--- config.mk ---
export PLATFORM = sky130hd
export DESIGN_NAME = program_loader
export DESIGN_NICKNAME = d
export VERILOG_FILES = /design/src/rtl/cpu_pkg.sv /design/src/rtl/program_loader_byte_packer.sv /design/src/rtl/program_loader.sv
export SDC_FILE = /design/constraint.sdc
export NUM_CORES = 1
export LEC_CHECK = 0
export CORE_MARGIN = 2
export CORE_UTILIZATION = 46
export DETAILED_ROUTE_END_ITERATION = 8
export HOLD_SLACK_MARGIN = 0.02
export PLACE_DENSITY = 0.76
export SLEW_MARGIN = 30
export SYNTH_ARGS = -nofsm -noshare
export SYNTH_HDL_FRONTEND = slang
export SYNTH_SLANG_ARGS = --single-unit
--- constraint.sdc ---
create_clock -name clk -period 1.64 [get_ports clk]
set_input_delay 0.164 -clock clk [delete_from_list [all_inputs] [get_ports clk]]
set_output_delay 0.164 -clock clk [all_outputs]
set_load 0.01 [all_outputs]
--- src/rtl/cpu_pkg.sv ---
// cpu_pkg
// Shared definitions for the instruction path: loader FSM state encoding,
// address / instruction widths, and the instruction field positions that
// both the program loader (writer) and the decode logic (reader) agree on.
//
// Instruction word layout (24 bits, big-endian byte order in the stream):
//   [23:20] opcode  [19:16] rs  [15:12] rt  [11:8] rd  [7:0] shamp
package cpu_pkg;

    localparam int ADDR_W         = 8;
    localparam int INSTR_W        = 24;
    localparam int BYTE_W         = 8;
    localparam int BYTES_PER_WORD = 3;

    // Field positions, shared with decode.
    localparam int OPC_MSB   = 23;
    localparam int OPC_LSB   = 20;
    localparam int RS_MSB    = 19;
    localparam int RS_LSB    = 16;
    localparam int RT_MSB    = 15;
    localparam int RT_LSB    = 12;
    localparam int RD_MSB    = 11;
    localparam int RD_LSB    = 8;
    localparam int SHAMP_MSB = 7;
    localparam int SHAMP_LSB = 0;

    typedef enum logic [2:0] {
        LD_IDLE  = 3'd0,
        LD_RECV  = 3'd1,
        LD_WRITE = 3'd2,
        LD_DONE  = 3'd3,
        LD_ERR   = 3'd4
    } ld_state_t;

    // First byte received lands in the most significant position.
    function automatic logic [INSTR_W-1:0] pack_instr(
        input logic [BYTE_W-1:0] b0,
        input logic [BYTE_W-1:0] b1,
        input logic [BYTE_W-1:0] b2
    );
        return {b0, b1, b2};
    endfunction

endpackage

--- src/rtl/program_loader_byte_packer.sv ---
// byte_packer
// Collects accepted stream bytes into 24-bit instruction words.
//
// Ports:
//   clk, rst      clock, asynchronous active-high reset
//   clear         restart packing at byte 0 (new load session)
//   accept        a byte handshake happens this cycle
//   byte_in       stream byte
//   last_in       byte_in is the final byte of the program
//   word_done     combinational: this handshake completes a word (byte 2)
//   partial_last  combinational: this handshake ends the program mid-word
//   word_ready    registered one-cycle pulse, the cycle after word_done
//   word_last     the most recently completed word carried last_in
//   word          most recently completed word; held until the next one
module byte_packer
    import cpu_pkg::*;
(
    input  logic               clk,
    input  logic               rst,
    input  logic               clear,
    input  logic               accept,
    input  logic [BYTE_W-1:0]  byte_in,
    input  logic               last_in,
    output logic               word_done,
    output logic               partial_last,
    output logic               word_ready,
    output logic               word_last,
    output logic [INSTR_W-1:0] word
);

    logic [1:0]                    idx_reg;
    logic [1:0][BYTE_W-1:0]        lane_bytes;
    logic [INSTR_W-1:0]            word_reg;
    logic                          word_ready_reg;
    logic                          word_last_reg;

    assign word_done    = accept && (idx_reg == 2'd2);
    assign partial_last = accept && last_in && (idx_reg != 2'd2);

    always_ff @(posedge clk or posedge rst) begin
        if (rst) begin
            idx_reg <= 2'd0;
        end else if (clear) begin
            idx_reg <= 2'd0;
        end else if (accept) begin
            idx_reg <= (idx_reg == 2'd2) ? 2'd0 : idx_reg + 2'd1;
        end
    end

    // Bytes 0 and 1 are parked in their own lanes; byte 2 is taken straight
    // from the input so the word is assembled on the completing handshake.
    for (genvar gi = 0; gi < BYTES_PER_WORD - 1; gi++) begin : g_lane
        logic [BYTE_W-1:0] lane_reg;

        always_ff @(posedge clk or posedge rst) begin
            if (rst) begin
                lane_reg <= '0;
            end else if (accept && (idx_reg == 2'(gi))) begin
                lane_reg <= byte_in;
            end
        end

        assign lane_bytes[gi] = lane_reg;
    end

    // The assembled word lives in its own register so that the RAM write
    // data stays put while the next word's bytes arrive.
    always_ff @(posedge clk or posedge rst) begin
        if (rst) begin
            word_reg       <= '0;
            word_ready_reg <= 1'b0;
            word_last_reg  <= 1'b0;
        end else begin
            word_ready_reg <= word_done;
            if (clear) begin
                word_last_reg <= 1'b0;
            end
            if (word_done) begin
                word_reg      <= pack_instr(lane_bytes[0], lane_bytes[1], byte_in);
                word_last_reg <= last_in;
            end
        end
    end

    assign word       = word_reg;
    assign word_ready = word_ready_reg;
    assign word_last  = word_last_reg;

endmodule

--- src/rtl/program_loader.sv ---
// program_loader
// Receives a program as a byte stream (valid/ready), packs every three bytes
// into a 24-bit instruction and writes it to instruction RAM at consecutive
// addresses from 0. The CPU is held in reset until a whole program is in.
//
// Ports:
//   clk, rst     clock, asynchronous active-high reset
//   start        one-cycle pulse: begin a load session (IDLE/DONE/ERR only)
//   byte_in      stream byte;  byte_valid / byte_ready handshake
//   byte_last    byte_in is the final byte of the program
//   mem_we       RAM write strobe, one cycle per word
//   mem_addr     RAM write address (wraps at 2**ADDR_W)
//   mem_wdata    instruction word being written
//   cpu_hold     keep the CPU in reset while high (low only in DONE)
//   done, error  session outcome levels
//   word_count   words written in this session (0..MAX_WORDS)
//
// DATA_W must equal 24 and MAX_WORDS must equal 2**ADDR_W; they are not
// meant to be overridden.
module program_loader #(
    parameter int ADDR_W    = 8,
    parameter int DATA_W    = 24,
    parameter int MAX_WORDS = 256
) (
    input  logic              clk,
    input  logic              rst,
    input  logic              start,
    input  logic [7:0]        byte_in,
    input  logic              byte_valid,
    output logic              byte_ready,
    input  logic              byte_last,
    output logic              mem_we,
    output logic [ADDR_W-1:0] mem_addr,
    output logic [DATA_W-1:0] mem_wdata,
    output logic              cpu_hold,
    output logic              done,
    output logic              error,
    output logic [ADDR_W:0]   word_count
);

    import cpu_pkg::*;

    // word_count value seen in WRITE when the word being written is the
    // last one that fits.
    localparam logic [ADDR_W:0] LAST_COUNT = (ADDR_W + 1)'(MAX_WORDS - 1);

    ld_state_t         state_reg;
    ld_state_t         state_next;
    logic              clear_session;
    logic              accept;

    logic [ADDR_W-1:0] mem_addr_reg;
    logic [ADDR_W:0]   word_count_reg;

    logic              word_done;
    logic              partial_last;
    logic              word_ready;
    logic              word_last;
    logic [INSTR_W-1:0] word;

    // byte_ready is decoded purely from the state register, so it never
    // depends combinationally on byte_valid.
    assign accept = byte_valid && byte_ready;

    byte_packer u_packer (
        .clk          (clk),
        .rst          (rst),
        .clear        (clear_session),
        .accept       (accept),
        .byte_in      (byte_in),
        .last_in      (byte_last),
        .word_done    (word_done),
        .partial_last (partial_last),
        .word_ready   (word_ready),
        .word_last    (word_last),
        .word         (word)
    );

    always_ff @(posedge clk or posedge rst) begin
        if (rst) begin
            state_reg <= LD_IDLE;
        end else begin
            state_reg <= state_next;
        end
    end

    always_comb begin
        state_next    = state_reg;
        clear_session = 1'b0;
        byte_ready    = 1'b0;
        mem_we        = 1'b0;
        cpu_hold      = 1'b1;
        done          = 1'b0;
        error         = 1'b0;

        case (state_reg)
            LD_IDLE: begin
                if (start) begin
                    state_next    = LD_RECV;
                    clear_session = 1'b1;
                end
            end
            LD_RECV: begin
                byte_ready = 1'b1;
                if (word_done) begin
                    state_next = LD_WRITE;
                end else if (partial_last) begin
                    state_next = LD_ERR;
                end
            end
            LD_WRITE: begin
                mem_we = word_ready;
                if (word_last) begin
                    state_next = LD_DONE;
                end else if (word_count_reg == LAST_COUNT) begin
                    state_next = LD_ERR;
                end else begin
                    state_next = LD_RECV;
                end
            end
            LD_DONE: begin
                done     = 1'b1;
                cpu_hold = 1'b0;
                if (start) begin
                    state_next    = LD_RECV;
                    clear_session = 1'b1;
                end
            end
            LD_ERR: begin
                error = 1'b1;
                if (start) begin
                    state_next    = LD_RECV;
                    clear_session = 1'b1;
                end
            end
            default: begin
                state_next = LD_IDLE;
            end
        endcase
    end

    // Address and count advance after the write cycle, so mem_addr is
    // stable for the whole of WRITE.
    always_ff @(posedge clk or posedge rst) begin
        if (rst) begin
            mem_addr_reg   <= '0;
            word_count_reg <= '0;
        end else if (clear_session) begin
            mem_addr_reg   <= '0;
            word_count_reg <= '0;
        end else if (state_reg == LD_WRITE) begin
            mem_addr_reg   <= mem_addr_reg + 1'b1;
            word_count_reg <= word_count_reg + 1'b1;
        end
    end

    assign mem_addr   = mem_addr_reg;
    assign mem_wdata  = DATA_W'(word);
    assign word_count = word_count_reg;

endmodule

After elaboration in Yosys (flattened, before gate mapping)
Index checks and enable logic that the tools add are counted.
{"block": "word_totals", "output_inout_bits": 46, "elab_cells": 57, "input_bits": 13, "reg_bits": 64}
{"block": "op_classes", "mux": 22, "eq_ne": 10, "n_addsub": 3, "reduce_logical": 13}
{"operator": "9-bit 2-to-1 mux", "n": 2}
{"operator": "8-bit 2-to-1 mux", "n": 2}
{"operator": "3-bit 2-to-1 mux", "n": 5}
{"operator": "9-bit by 1-bit adder with 9-bit output (second input constant)", "n": 1}
{"operator": "9-bit by 8-bit equality test with 1-bit output (second input constant)", "n": 1}
{"operator": "1-bit 2-to-1 mux", "n": 9}
{"operator": "3-bit case mux with 3 select lines", "n": 1}
{"operator": "8-bit by 1-bit adder with 8-bit output (second input constant)", "n": 1}
{"operator": "3-bit by 2-bit equality test with 1-bit output (second input constant)", "n": 2}
{"operator": "1-bit logical AND", "n": 6}
{"operator": "2-bit 2-to-1 mux", "n": 3}
{"operator": "2-bit nonzero test", "n": 3}
{"operator": "3-bit by 1-bit equality test with 1-bit output (second input constant)", "n": 1}
{"operator": "3-bit equality test (second input constant)", "n": 1}
{"operator": "3-bit zero test", "n": 1}
{"operator": "3-bit by 2-bit inequality test with 1-bit output (second input constant)", "n": 1}
{"operator": "3-bit OR reduction", "n": 1}
{"operator": "2-bit by 1-bit adder with 2-bit output (second input constant)", "n": 1}
{"operator": "2-bit by 1-bit equality test with 1-bit output (second input constant)", "n": 1}
{"operator": "2-bit equality test (second input constant)", "n": 1}
{"operator": "2-bit zero test", "n": 1}
{"operator": "2-bit by 1-bit inequality test with 1-bit output (second input constant)", "n": 1}
{"operator": "2-bit inequality test (second input constant)", "n": 1}
{"operator": "2-bit AND reduction", "n": 1}

Depth between registers and ports, before layout
Gate-level depths: netlist (run 1).
{"block": "logic_depth", "depth_word": 8, "mapped_depth": 7, "ltp_nobuf": 7}

Cells and area by module
Synthesis (run 1) repeated with hierarchy kept, for this count alone.
{"block": "unflattened", "cells_unflattened": 227, "hier_area_um2": 2834.0}
{"module": "byte_packer", "seq_area_each_um2": 1101.1, "cells_per_inst": 103, "area_each_um2": 1690.4, "instances": 1}
{"module": "program_loader", "seq_area_each_um2": 500.5, "cells_per_inst": 124, "area_each_um2": 1143.6, "instances": 1}

Worst setup path before layout (run 1)
OpenSTA, ideal clock, no wires.
{"block": "synth_timing", "path_type": "flip-flop to flip-flop", "start": "register state_reg[0]", "end": "register mem_addr_reg[5], in the netlist mem_addr[5]", "path_buffers": 2, "period_less_slack_ns": 1.723, "setup_slack_ns": -0.083, "path_stages_with_launch": 6, "t_arrival_ns": 1.645, "setup_ns": 0.077, "t_required_ns": 1.563, "path_cell_list": "dfrtp_1 buf_6 or3b_4 buf_6 or4_1 a21oi_1"}
{"block": "synth_between", "elab_chain_len": 4, "word_cells_on_any_way": 8, "cone_classes": "3 x eq/ne; 2 x mux; 3 x reduce/logical"}
{"item": "start: declaration", "line": "program_loader.sv:47", "rtl": "ld_state_t state_reg;"}
{"item": "start signal: assignment", "line": "program_loader.sv:83", "rtl": "state_reg <= state_next;"}
{"item": "3-bit equality test (tied with other cells)", "line": "program_loader.sv:96", "rtl": "case (state_reg)"}
{"item": "3-bit OR reduction (no line)"}
{"item": "1-bit 2-to-1 mux"}
{"item": "8-bit 2-to-1 mux / 2-bit nonzero test (equally long branches)"}
{"item": "end signal: assignment", "line": "program_loader.sv:152", "rtl": "mem_addr_reg <= mem_addr_reg + 1'b1;"}
{"item": "end: declaration", "line": "program_loader.sv:52", "rtl": "logic [ADDR_W-1:0] mem_addr_reg;"}
Parallel ways exist; a longest one is shown, timed or not.
A chain may end at the register's enable or synchronous reset.

Worst setup path after layout (run 1)
{"block": "layout_timing", "start": "register state_reg[1]", "end": "register u_packer.word_reg[19], in the netlist u_packer.word[19]"}
{"block": "layout_between", "elab_chain_len": 4}
{"item": "3-bit by 1-bit equality test with 1-bit output", "line": "program_loader.sv:96"}
{"item": "1-bit 2-to-1 mux", "line": "program_loader.sv:96"}
{"item": "1-bit logical AND", "line": "program_loader.sv:63", "rtl": "assign accept = byte_valid && byte_ready;"}
{"item": "1-bit logical AND", "line": "program_loader_byte_packer.sv:37", "rtl": "assign word_done = accept && (idx_reg == 2'd2);"}
{"item": "end signal: assignment", "line": "program_loader_byte_packer.sv:79", "rtl": "word_reg <= pack_instr(lane_bytes[0], lane_bytes[1], byte_in);"}
{"item": "end: declaration", "line": "program_loader_byte_packer.sv:33", "rtl": "logic [INSTR_W-1:0] word_reg;"}
Every way passes these cells.

==> impl_metrics.env, run 1 <==
export IMPL_fin_area_sq_mm=0.004277
export IMPL_fin_crit_ns=1.786
export IMPL_dr_pass1_iters=4
export IMPL_internal_power_uw=3916
export IMPL_cts_num_sinks=64
export IMPL_crit_fanout=6
export IMPL_ys_seq_area_frac=0.5725
export IMPL_io_pins=59
export IMPL_htreeDepth=3
export IMPL_cts_tree="yes"
export IMPL_ctsHoldBuffers=0
export IMPL_gp_congestion=0.7631
export IMPL_power_density_mw_per_mm2=1303
export IMPL_rows=28
export IMPL_fmaxAchievable_mhz=559.9
export IMPL_hold_class="in2async"
export IMPL_run_status="complete, but fails checks"
export IMPL_fp_coreArea_sq_mm=0.005886
export IMPL_avgSynthCellArea_sq_um=12.49
export IMPL_synth_ff_type="dfrtp_1"
export IMPL_grt_max_degree=31
export IMPL_swShare=0.2972
export IMPL_syn_cell_area_sq_mm=0.002798
export IMPL_largest_register_ff_count=24
export IMPL_wl_per_cell_um=17.62
export IMPL_ant_nets=0
export IMPL_rsz0062_at_grt="yes"
export IMPL_clock_skew_ns=0.009516
export IMPL_tightest_slew_ns=0.4017
export IMPL_critPathArrivalTime_ns=2.01
export IMPL_die_area_sq_mm=0.006722
export IMPL_violations="setup timing"
export IMPL_p_sw_uw=1656
export IMPL_area_delta_synth_final_pct=52.86
export IMPL_cp_required_ns=1.86
export IMPL_ys_ff_latch=64
export IMPL_timing_final_ws_setup_ns=-0.1460
export IMPL_grt_usage=0.2073
export IMPL_nets=340
export IMPL_cp_cell_sequence="buf_6 -> buf_6 -> nor4b_4 -> nand3_4 -> clkbuf_16 -> mux2_4"
export IMPL_antenna_found_initial=0
export IMPL_vias=2183
export IMPL_synthCells=224
export IMPL_grt_ovfl_total=0
export IMPL_first_global_vias=2221
export IMPL_synth_edf_count=0
export IMPL_path_class="reg2reg"
export IMPL_critPathSlowestCell="dfrtp_1"
export IMPL_cap_violations=0
export IMPL_crit_top_cell="buf_6"
export IMPL_wl_mm=7.120
export IMPL_tns_ns=-4.094
export IMPL_maxUsedRoutingLayer="met4"
export IMPL_combPwrFrac=0.337
export IMPL_async_flop_share=1.000
export IMPL_p_leak_uw=0.001960
export IMPL_start_util=0.4753
export IMPL_die_h_um=81.99
export IMPL_min_period_over_period=1.089
export IMPL_path_clk_slew_ns=0.08
export IMPL_dp_hpwl_mm=4.141
export IMPL_cts_buffers=9
export IMPL_irDropWorstVdd_v=0.0007609
export IMPL_placed_cell_area_sq_mm=0.003690
export IMPL_diodes=0
export IMPL_dr_wl_met3_um=324
export IMPL_drtIter0Drc=104
export IMPL_power_frac_clock=0.251
export IMPL_drive_above_1_share=0.3891
export IMPL_critical_path_max_stage_delay_ns=0.42
export IMPL_mappedNetlistNets=240
export IMPL_cts_path_max_buffers=2
export IMPL_crit_path_start_kind="register"
export IMPL_finalMaxSlewViolations=0
export IMPL_wl_met2_mm=3.754
export IMPL_synth_cell_types=43
export IMPL_fp_dieW_um=81.99
export IMPL_numPortBuffers=58
export IMPL_finalSetupViolations=42
export IMPL_drc=0
export IMPL_vias_per_cell=5.403
export IMPL_max_slew_margin_rel=0.7316
export IMPL_grt_first_pass_wirelength_mm=10.39
export IMPL_seq_power_share=0.412
export IMPL_ys_warn_count=0
export IMPL_wl_met1_mm=2.935
export IMPL_cts_root_buf="clkbuf_8"
export IMPL_finalHoldViolCount=0
export IMPL_crit_path_end_kind="register"
export IMPL_clkLatencyLatePin_ns=0.34
-- final timing paths --
check | from | endpoint | slack [ns] | cells past startpoint
max | state_reg[1] | u_packer.word[19] | -0.15 | 6
min | rst | u_packer.word[16] | 0.16 | 2
max reg2reg | state_reg[1] | u_packer.word[19] | -0.15 | 6
min reg2reg | u_packer.g_lane[0].lane_reg[0] | u_packer.word[16] | 0.51 | 1
max in group asynchronous | rst | u_packer.word[12] | 1.01 | 3
min in group clk | byte_in[0] | u_packer.word[0] | 0.50 | 2
-- what timing repair did --
item / in CTS / in global routing
gates resized for setup: 35 / 45
endpoints found under the setup margin: 50 / 57
hold endpoints to repair: 0 / 0
setup buffers: 9 / 2
cloned: 1 / 4
pin swaps: 4 / 21
-- cell usage in the layout, fill, tap and decap left out, drive strengths merged, types with 2 or more instances in the layout --
cell,instances
nand2b,2
clkinv,2
mux2,40
inv,8
clkinvlp,3
o31ai,4
mux2i,2
or3b,4
clkbuf,12
o21ai,7
ha,3
nor2,5
or3,7
a21oi,15
xnor2,2
clkdlybuf4s50,53
nor3b,2
nand2,13
nand3b,3
buf,43
nand4bb,2
dfrtp,64
nand3,10
nand4,2
or4,3
-- metal layers --
metal,up-vias,global-route usage
li1,1008,-
met1,1103,0.2579
met2,63,0.3350
met3,9,0.05275
met4,0,0.1033
met5,-,0
-- cells in the mapped netlist (all sizes together), types with 3 or more instances --
cell type / n / share of area
dfrtp: 64 / 0.57
mux2: 40 / 0.16
a21oi: 15 / 0.027
nand2: 13 / 0.017
nand3: 10 / 0.020
inv: 8 / 0.011
o21ai: 7 / 0.013
or3: 7 / 0.016
buf: 6 / 0.015
clkbuf: 5 / 0.0067
nor2: 5 / 0.0067
o31ai: 4 / 0.011
ha: 3 / 0.013
nand3b: 3 / 0.0080
or3b: 3 / 0.010
or4: 3 / 0.0080
-- final cells by class --
type                    count  area (sq um)
clock buffers              10         137.6
clock inverters             6         67.56
fillers                   416          1609
inverters                   8         33.78
multi-input cells         142          1305
flip-flops and latches     64          1604
well taps                  75         93.84
repair buffers             99          1035
-- stage by stage --
step           cells    util  worst slack, ns  total power (uW)  hold WS [ns]
3_3_place_gp     376  0.6269          -0.2206              3734        0.4669
6_report         404  0.7266          -0.1460              5572        0.1647
3_5_place_dp     376  0.6269          -0.2287              3792        0.4720
5_1_grt          404  0.7266          -0.1963              5831        0.2009
4_1_cts          402  0.6894          -0.1625              5358        0.1620
2_1_floorplan    224       -         -0.02713              3013        0.2912
-- power by group through the flow --
stage          Combinational, uW  Clock, uW  Sequential [uW]
5_1_grt                     2010       1490             2340
3_3_place_gp                1470          0             2270
6_report                    1880       1400             2300
2_1_floorplan                743          0             2270
4_1_cts                     1680       1430             2250
3_5_place_dp                1510          0             2280
-- logic make-up after synthesis --
group,after synthesis,share of synthesized area
flip-flops,64,0.5725
AND/OR/NAND/NOR,59,0.1292
multiplexers,42,0.1682
AO/OA/AOI/OAI,34,0.07469
buffers and inverters,19,0.03265
XOR/XNOR,3,0.009393
adder cells (fa/ha/maj),3,0.01342
-- critical path, delay by kind of cell (launching register included) --
kind	cells	cell delay, ns
and+or+nand+nor	2	0.49
buffers and inverters	3	0.47
DFF	1	0.42
muxes	1	0.29
Note: power is estimated with default switching activity, not from simulation.
==> inputs of run 2 (changes only) <==
--- a/config.mk
+++ b/config.mk
@@ -5,11 +5,11 @@
 export SDC_FILE = /design/constraint.sdc
 export NUM_CORES = 1
 export LEC_CHECK = 0
-export CORE_MARGIN = 2
-export CORE_UTILIZATION = 46
+export ABC_AREA = 1
+export CORE_UTILIZATION = 54
 export DETAILED_ROUTE_END_ITERATION = 8
 export HOLD_SLACK_MARGIN = 0.02
-export PLACE_DENSITY = 0.76
+export PLACE_DENSITY = 0.83
 export SLEW_MARGIN = 30
 export SYNTH_ARGS = -nofsm -noshare
 export SYNTH_HDL_FRONTEND = slang
==> constraint.sdc (replaced) <==
create_clock -name clk -period 2.3 [get_ports clk]
set_input_delay 0.23 -clock clk [delete_from_list [all_inputs] [get_ports clk]]
set_output_delay 0.23 -clock clk [all_outputs]
set_load 0.01 [all_outputs]
==> run 2 against run 1 <==
  * The run now ends clean
  * Sequential share of layout area rose by 4.5 points
  * Clock power fell by 23%
  * Utilization rose by 0.58 points
  * Register-to-register slack improved by 0.69 ns
  * Highest routed layer unchanged
  * Via count rose by 10%
  * Combinational power fell by 31%
  * Die area fell by 13%
  * Critical path depth fell by 2
  * Clock skew fell by 0.0021 ns
  * Synthesized area rose by 6.7%
  * First-iteration DRC count rose by 51%
  * Largest cell class unchanged
==> impl_metrics.env, run 2 <==
export IMPL_run_status="finished clean"
export IMPL_diodes=0
export IMPL_grt_first_pass_wirelength_mm=10.61
export IMPL_rows=26
export IMPL_wl_met1_mm=2.675
export IMPL_cts_num_sinks=64
export IMPL_cp_required_ns=2.07
export IMPL_io_pins=59
export IMPL_rsz0062_at_grt="no"
export IMPL_fin_cells=474
export IMPL_mostFrequentLayoutCell="nand2_1"
export IMPL_placed_cells_incl_taps=458
export IMPL_drtIter0Drc=157
export IMPL_die_h_um=76.36
export IMPL_clkLatencyLatePin_ns=0.34
export IMPL_cts_root_buf="clkbuf_8"
export IMPL_fp_dieW_um=76.36
export IMPL_ys_seq_area_frac=0.5365
export IMPL_p_leak_uw=0.001912
export IMPL_critPathArrivalTime_ns=1.64
export IMPL_max_slew_margin_rel=0.7087
export IMPL_drive_above_1_share=0.1312
export IMPL_async_flop_share=1.000
export IMPL_area_delta_synth_final_pct=27.70
export IMPL_grt_ovfl_total=0
export IMPL_clock_skew_ns=0.007434
export IMPL_wl_mm=5.943
export IMPL_postCtsSetupBuffers=0
export IMPL_crit_path_start_kind="register"
export IMPL_cts_buffers=9
export IMPL_syn_cell_area_sq_mm=0.002985
export IMPL_finalSetupViolations=0
export IMPL_htreeDepth=3
export IMPL_min_period_over_period=0.8151
export IMPL_path_clk_slew_ns=0.08
export IMPL_cap_violations=0
export IMPL_crit_path_end_kind="output port"
export IMPL_drc=0
export IMPL_hold_class="in2async"
export IMPL_fin_crit_ns=1.875
export IMPL_ys_ff_latch=64
export IMPL_dr_wl_met3_um=233
export IMPL_power_density_mw_per_mm2=1065
export IMPL_path_class="reg2out"
export IMPL_gp_congestion=0.7817
export IMPL_cts_tree="yes"
export IMPL_nets=415
export IMPL_finalMaxSlewViolations=0
export IMPL_synth_common_cells="127 x nand2_1, 64 x dfrtp_1, 33 x inv_1, 23 x nand3_1, 22 x o21ai_2"
export IMPL_dr_pass1_iters=4
export IMPL_vias=2401
export IMPL_synthCells=338
export IMPL_grt_usage=0.2320
export IMPL_critPathSlowestCell="clkdlybuf4s50_1"
export IMPL_cts_path_max_buffers=2
export IMPL_worst_path_buf_inv=2
export IMPL_numPortBuffers=58
export IMPL_ys_warn_count=0
export IMPL_fp_coreArea_sq_mm=0.005205
export IMPL_wl_per_cell_um=12.54
export IMPL_tightest_slew_ns=0.4354
export IMPL_largest_register_ff_count=24
export IMPL_synth_top_area_share=0.5365
export IMPL_maxUsedRoutingLayer="met4"
export IMPL_antenna_found_initial=0
export IMPL_fmaxAchievable_mhz=533.4
export IMPL_tns_ns=0
export IMPL_crit_fanout=4
export IMPL_dp_hpwl_mm=3.973
export IMPL_irDropWorstVdd_v=0.0007590
export IMPL_reg2reg_slack_ns=0.54
export IMPL_vias_per_cell=5.065
export IMPL_yosysMostFrequentCell="nand2_1"
export IMPL_cpLargestDelayFamily="buffers and inverters"
export IMPL_ctsHoldBuffers=0
export IMPL_first_global_vias=2397
export IMPL_ant_nets=0
export IMPL_start_util=0.5736
export IMPL_avgSynthCellArea_sq_um=8.832
export IMPL_cts_resized=0
export IMPL_critical_path_max_stage_delay_ns=0.55
export IMPL_layout_common_cells="127 x nand2_1, 64 x dfrtp_1, 58 x clkdlybuf4s50_1"
export IMPL_grt_max_degree=65
export IMPL_mappedNetlistNets=354
export IMPL_wl_met2_mm=2.948
export IMPL_finalHoldViolCount=0
export IMPL_synth_edf_count=0
export IMPL_ys_top_cells_by_area="dfrtp_1 54%, nand2_1 16%, o21ai_2 6.5%"
export IMPL_synth_cell_types=29
export IMPL_yosys_area_top_type="dfrtp_1"
export IMPL_die_area_sq_mm=0.005830
export IMPL_synth_ff_type="dfrtp_1"
export IMPL_cp_cell_sequence="inv_1 -> nand3_2 -> nor2_1 -> clkdlybuf4s50_1"
==> run 2: cell count changes in the layout (fill, tap and decap cells not counted), sizes merged, moves of 18 or more <==
cell	delta
buf	-41
inv	+29
mux2	-40
nand2	+117
nand3	+18
o21ai	+25
==> run 2: cells by family (layout without fill, tap and decap cells) <==
kind of cell,after synthesis,after routing,share of synthesized area
compound gates,38,38,0.09304
xor+xnor,3,3,0.008803
fa+ha+maj,3,3,0.01257
buf+inv,47,113,0.07837
flops,64,64,0.5365
simple gates,183,183,0.2707
==> run 2: final timing paths <==
path / start / endpoint / cells after the start
max: state_reg[0] / mem_we / 4
min: rst / u_packer.word[15] / 3
max reg2reg: word_count[1] / state_reg[0] / 10
min reg2reg: u_packer.g_lane[1].lane_reg[3] / u_packer.word[11] / 2
max in group asynchronous: rst / u_packer.word[22] / 3
min in group clk: byte_last / u_packer.word_last / 3
==> run 2: through the flow <==
stage | power (uW) | instance area (sq um) | util | hold slack [ns] | worst slack [ns]
2_1_floorplan | 2456 | 2985 | - | 0.3558 | 0.4719
3_3_place_gp | 2953 | 3591 | 0.6899 | 0.4513 | 0.6082
3_5_place_dp | 2998 | 3591 | 0.6899 | 0.4577 | 0.5439
4_1_cts | 4084 | 3812 | 0.7325 | 0.2773 | 0.4041
5_1_grt | 4301 | 3812 | 0.7325 | 0.3099 | 0.3433
6_report | 4062 | 3812 | 0.7325 | 0.2620 | 0.4252
==> run 2: worst register-to-register path: cells and delay by family, from the launching register on <==
kind                       cells  cell delay, ns
adders and majority gates      2            0.37
DFF                            1            0.41
and+or+nand+nor                6            0.74
buffers and inverters          1            0.04
AOI/OAI and AO/OA              1            0.09
==> run 2: power breakdown <==
part | internal, uW | leakage [uW] | switching (uW)
clock | 638 | 0.000106 | 442
sequential | 1470 | 0.000854 | 216
combinational | 619 | 0.000952 | 681
==> run 2: per-layer routing <==
metal,global-route usage,vias up
met1,0.2841,1157
met4,0.08462,0
met3,0.05509,10
met5,0,-
met2,0.3991,56
li1,-,1178
==> run 2: layout make-up <==
class / instances / area, sq um
Inverter: 37 / 143.9
Clock buffer: 11 / 141.4
Timing Repair Buffer: 60 / 608.1
Tap cell: 70 / 87.58
Fill cell: 412 / 1393
Sequential cell: 64 / 1602
Multi-Input combinational cell: 227 / 1150
Clock inverter: 5 / 80.08
==> inputs of run 3 (changes only) <==
--- a/config.mk
+++ b/config.mk
@@ -6,10 +6,10 @@
 export NUM_CORES = 1
 export LEC_CHECK = 0
 export ABC_AREA = 1
-export CORE_UTILIZATION = 54
+export CORE_UTILIZATION = 46
 export DETAILED_ROUTE_END_ITERATION = 8
 export HOLD_SLACK_MARGIN = 0.02
-export PLACE_DENSITY = 0.83
+export PLACE_DENSITY = 0.75
 export SLEW_MARGIN = 30
 export SYNTH_ARGS = -nofsm -noshare
 export SYNTH_HDL_FRONTEND = slang
==> constraint.sdc (replaced) <==
create_clock -name clk -period 1.5 [get_ports clk]
set_input_delay 0.15 -clock clk [delete_from_list [all_inputs] [get_ports clk]]
set_output_delay 0.15 -clock clk [all_outputs]
set_load 0.01 [all_outputs]
==> run 3 against run 2 <==
  * Clock skew decreased by 0.0021 ns
  * Sequential share of layout area is 2.6 points lower
  * Combinational power rose by 66%
  * Routed wire length rose by 6.8%
  * Clock power rose by 42%
  * Final cell count increased by 6.1%
  * Critical path depth grew 6
  * Highest routed layer unchanged
  * Sequential power up 52%
  * Critical path type is now reg2reg
  * Sequential cell count did not move
==> impl_metrics.env, run 3 (synthesis gave the netlist of run 2 again) <==
export IMPL_clock_skew_ns=0.005308
export IMPL_worstRegToRegCells=10
export IMPL_htreeDepth=3
export IMPL_cts_tree="yes"
export IMPL_largest_register_ff_count=24
export IMPL_ant_nets=0
export IMPL_fin_crit_ns=1.496
export IMPL_r2r_start="word_count[1]"
export IMPL_start_util=0.4897
export IMPL_max_slew_margin_rel=0.8047
export IMPL_dr_pass1_iters=4
export IMPL_vias=2463
export IMPL_grt_first_pass_wirelength_mm=10.41
export IMPL_worstReg2RegEnd="state_reg[0]"
export IMPL_ctsHoldBuffers=0
export IMPL_cp_required_ns=1.72
export IMPL_crit_path_end_kind="register"
export IMPL_drc=0
export IMPL_timing_final_ws_setup_ns=0.004386
export IMPL_nets=439
export IMPL_die_area_sq_mm=0.006816
export IMPL_cts_num_sinks=64
export IMPL_place_ws_ns=-0.05811
export IMPL_rows=28
export IMPL_io_pins=59
export IMPL_wl_mm=6.350
export IMPL_cap_violations=0
export IMPL_antenna_found_initial=0
export IMPL_power_frac_clock=0.245
export IMPL_grt_ovfl_total=0
export IMPL_reg2reg_slack_ns=0.004
export IMPL_hold_class="in2async"
export IMPL_diodes=0
export IMPL_clkLatencyLatePin_ns=0.33
export IMPL_finalSetupViolations=0
export IMPL_cts_root_buf="clkbuf_8"
export IMPL_p_sw_uw=2089
export IMPL_vias_per_cell=4.897
export IMPL_swShare=0.3352
export IMPL_rsz0062_at_grt="yes"
export IMPL_cts_buffers=9
export IMPL_run_status="finished clean"
export IMPL_cts_path_max_buffers=2
export IMPL_fmaxAchievable_mhz=668.6
export IMPL_seq_power_share=0.409
export IMPL_p_leak_uw=0.002160
export IMPL_numPortBuffers=58
export IMPL_fin_util=0.6679
export IMPL_drtIter0Drc=113
export IMPL_fp_coreArea_sq_mm=0.006096
export IMPL_finalHoldViolCount=0
export IMPL_layout_common_cells="126 x nand2_1, 61 x dfrtp_1, 45 x clkdlybuf4s50_1"
export IMPL_grt_max_degree=42
export IMPL_critPathArrivalTime_ns=1.71
export IMPL_path_class="reg2reg"
export IMPL_area_delta_synth_final_pct=36.38
export IMPL_fill_cells=520
export IMPL_gp_congestion=0.7766
export IMPL_power_density_mw_per_mm2=1531
export IMPL_crit_path_start_kind="register"
export IMPL_drive_above_1_share=0.2173
export IMPL_mostFrequentLayoutCell="nand2_1"
export IMPL_dp_hpwl_mm=4.127
export IMPL_die_h_um=82.56
export IMPL_finalMaxSlewViolations=0
export IMPL_wl_per_cell_um=12.62
export IMPL_grt_usage=0.2052
export IMPL_fp_dieW_um=82.56
export IMPL_min_period_over_period=0.9971
export IMPL_first_global_vias=2251
export IMPL_internal_power_uw=4142
export IMPL_path_clk_slew_ns=0.07
export IMPL_irDropWorstVdd_v=0.001007
export IMPL_tightest_slew_ns=0.2927
export IMPL_combPwrFrac=0.346
export IMPL_crit_fanout=2
==> run 3: cell count changes in the layout (fill, tap and decap cells not counted), sizes merged <==
cell / change
dlymetal6s2s: +6
clkinvlp: +1
dlygate4sd2: +4
nand3: +1
clkinv: +1
inv: -1
clkdlybuf4s50: -13
buf: +26
bufinv: -1
==> run 3: worst max-delay path by stage <==
stage | from | to | slack [ns] | cells after the start
detailed placement | word_count[1] | state_reg[0] | -0.06 | 10
floorplan | word_count[1] | state_reg[0] | -0.09 | 10
finish | word_count[1] | state_reg[0] | 0.004 | 10
CTS | state_reg[0] | mem_addr[6] | -0.009 | 8
global placement | word_count[1] | state_reg[0] | 0.03 | 10
global route | word_count[0] | state_reg[0] | -0.13 | 10
==> run 3: metal layers <==
layer	track usage	wire [um]	up-vias
met5	0	0	-
met4	0.07931	71	0
met3	0.04725	283	5
met2	0.3306	3088	66
met1	0.2688	2907	1151
li1	-	-	1241
==> run 3: worst max-delay path: stages, from the launching register on <==
cell and delay [ns]:
dfrtp_1 0.35, ha_2 0.20, nand3_2 0.08, nor2_4 0.09, and3_4 0.19, ha_4 0.12
inv_2 0.04, nor2_4 0.07, nor2_1 0.06, nor2_1 0.10, o21ai_1 0.08
==> run 3: timing repair <==
item,in CTS,in global routing
resized for setup,24,12
pin swaps,7,9
gates cloned,0,1
buffers inserted,5,6
setup endpoints to repair,11,29
==> run 3: metrics by stage <==
stage | total power [uW] | cell area [sq um] | hold WS, ns | instances | TNS [ns]
6_report | 6231 | 4071 | 0.2290 | 503 | 0
5_1_grt | 6642 | 4071 | 0.2223 | 503 | -0.3140
4_1_cts | 6243 | 3996 | 0.2238 | 496 | -0.01662
3_5_place_dp | 4636 | 3741 | 0.4589 | 475 | -0.07474
3_3_place_gp | 4583 | 3741 | 0.4580 | 475 | 0
2_1_floorplan | 3766 | 3002 | 0.2758 | 338 | -0.1219
==> run 3: layout make-up <==
class	instances	area [sq um]	area share
well taps	75	93.84	0.02305
inverters	37	150.1	0.03688
flip-flops and latches	64	1605	0.3943
clock inverters	5	55.05	0.01352
clock buffers	11	151.4	0.03718
repair buffers	83	813.3	0.1998
multi-input cells	228	1202	0.2953
==> run 3: power groups by stage <==
stage	Clock [uW]	Combinational, uW	Sequential (uW)
2_1_floorplan	0	1100	2660
3_3_place_gp	0	2000	2580
3_5_place_dp	0	2060	2580
4_1_cts	1560	2130	2560
5_1_grt	1650	2380	2610
6_report	1530	2160	2550
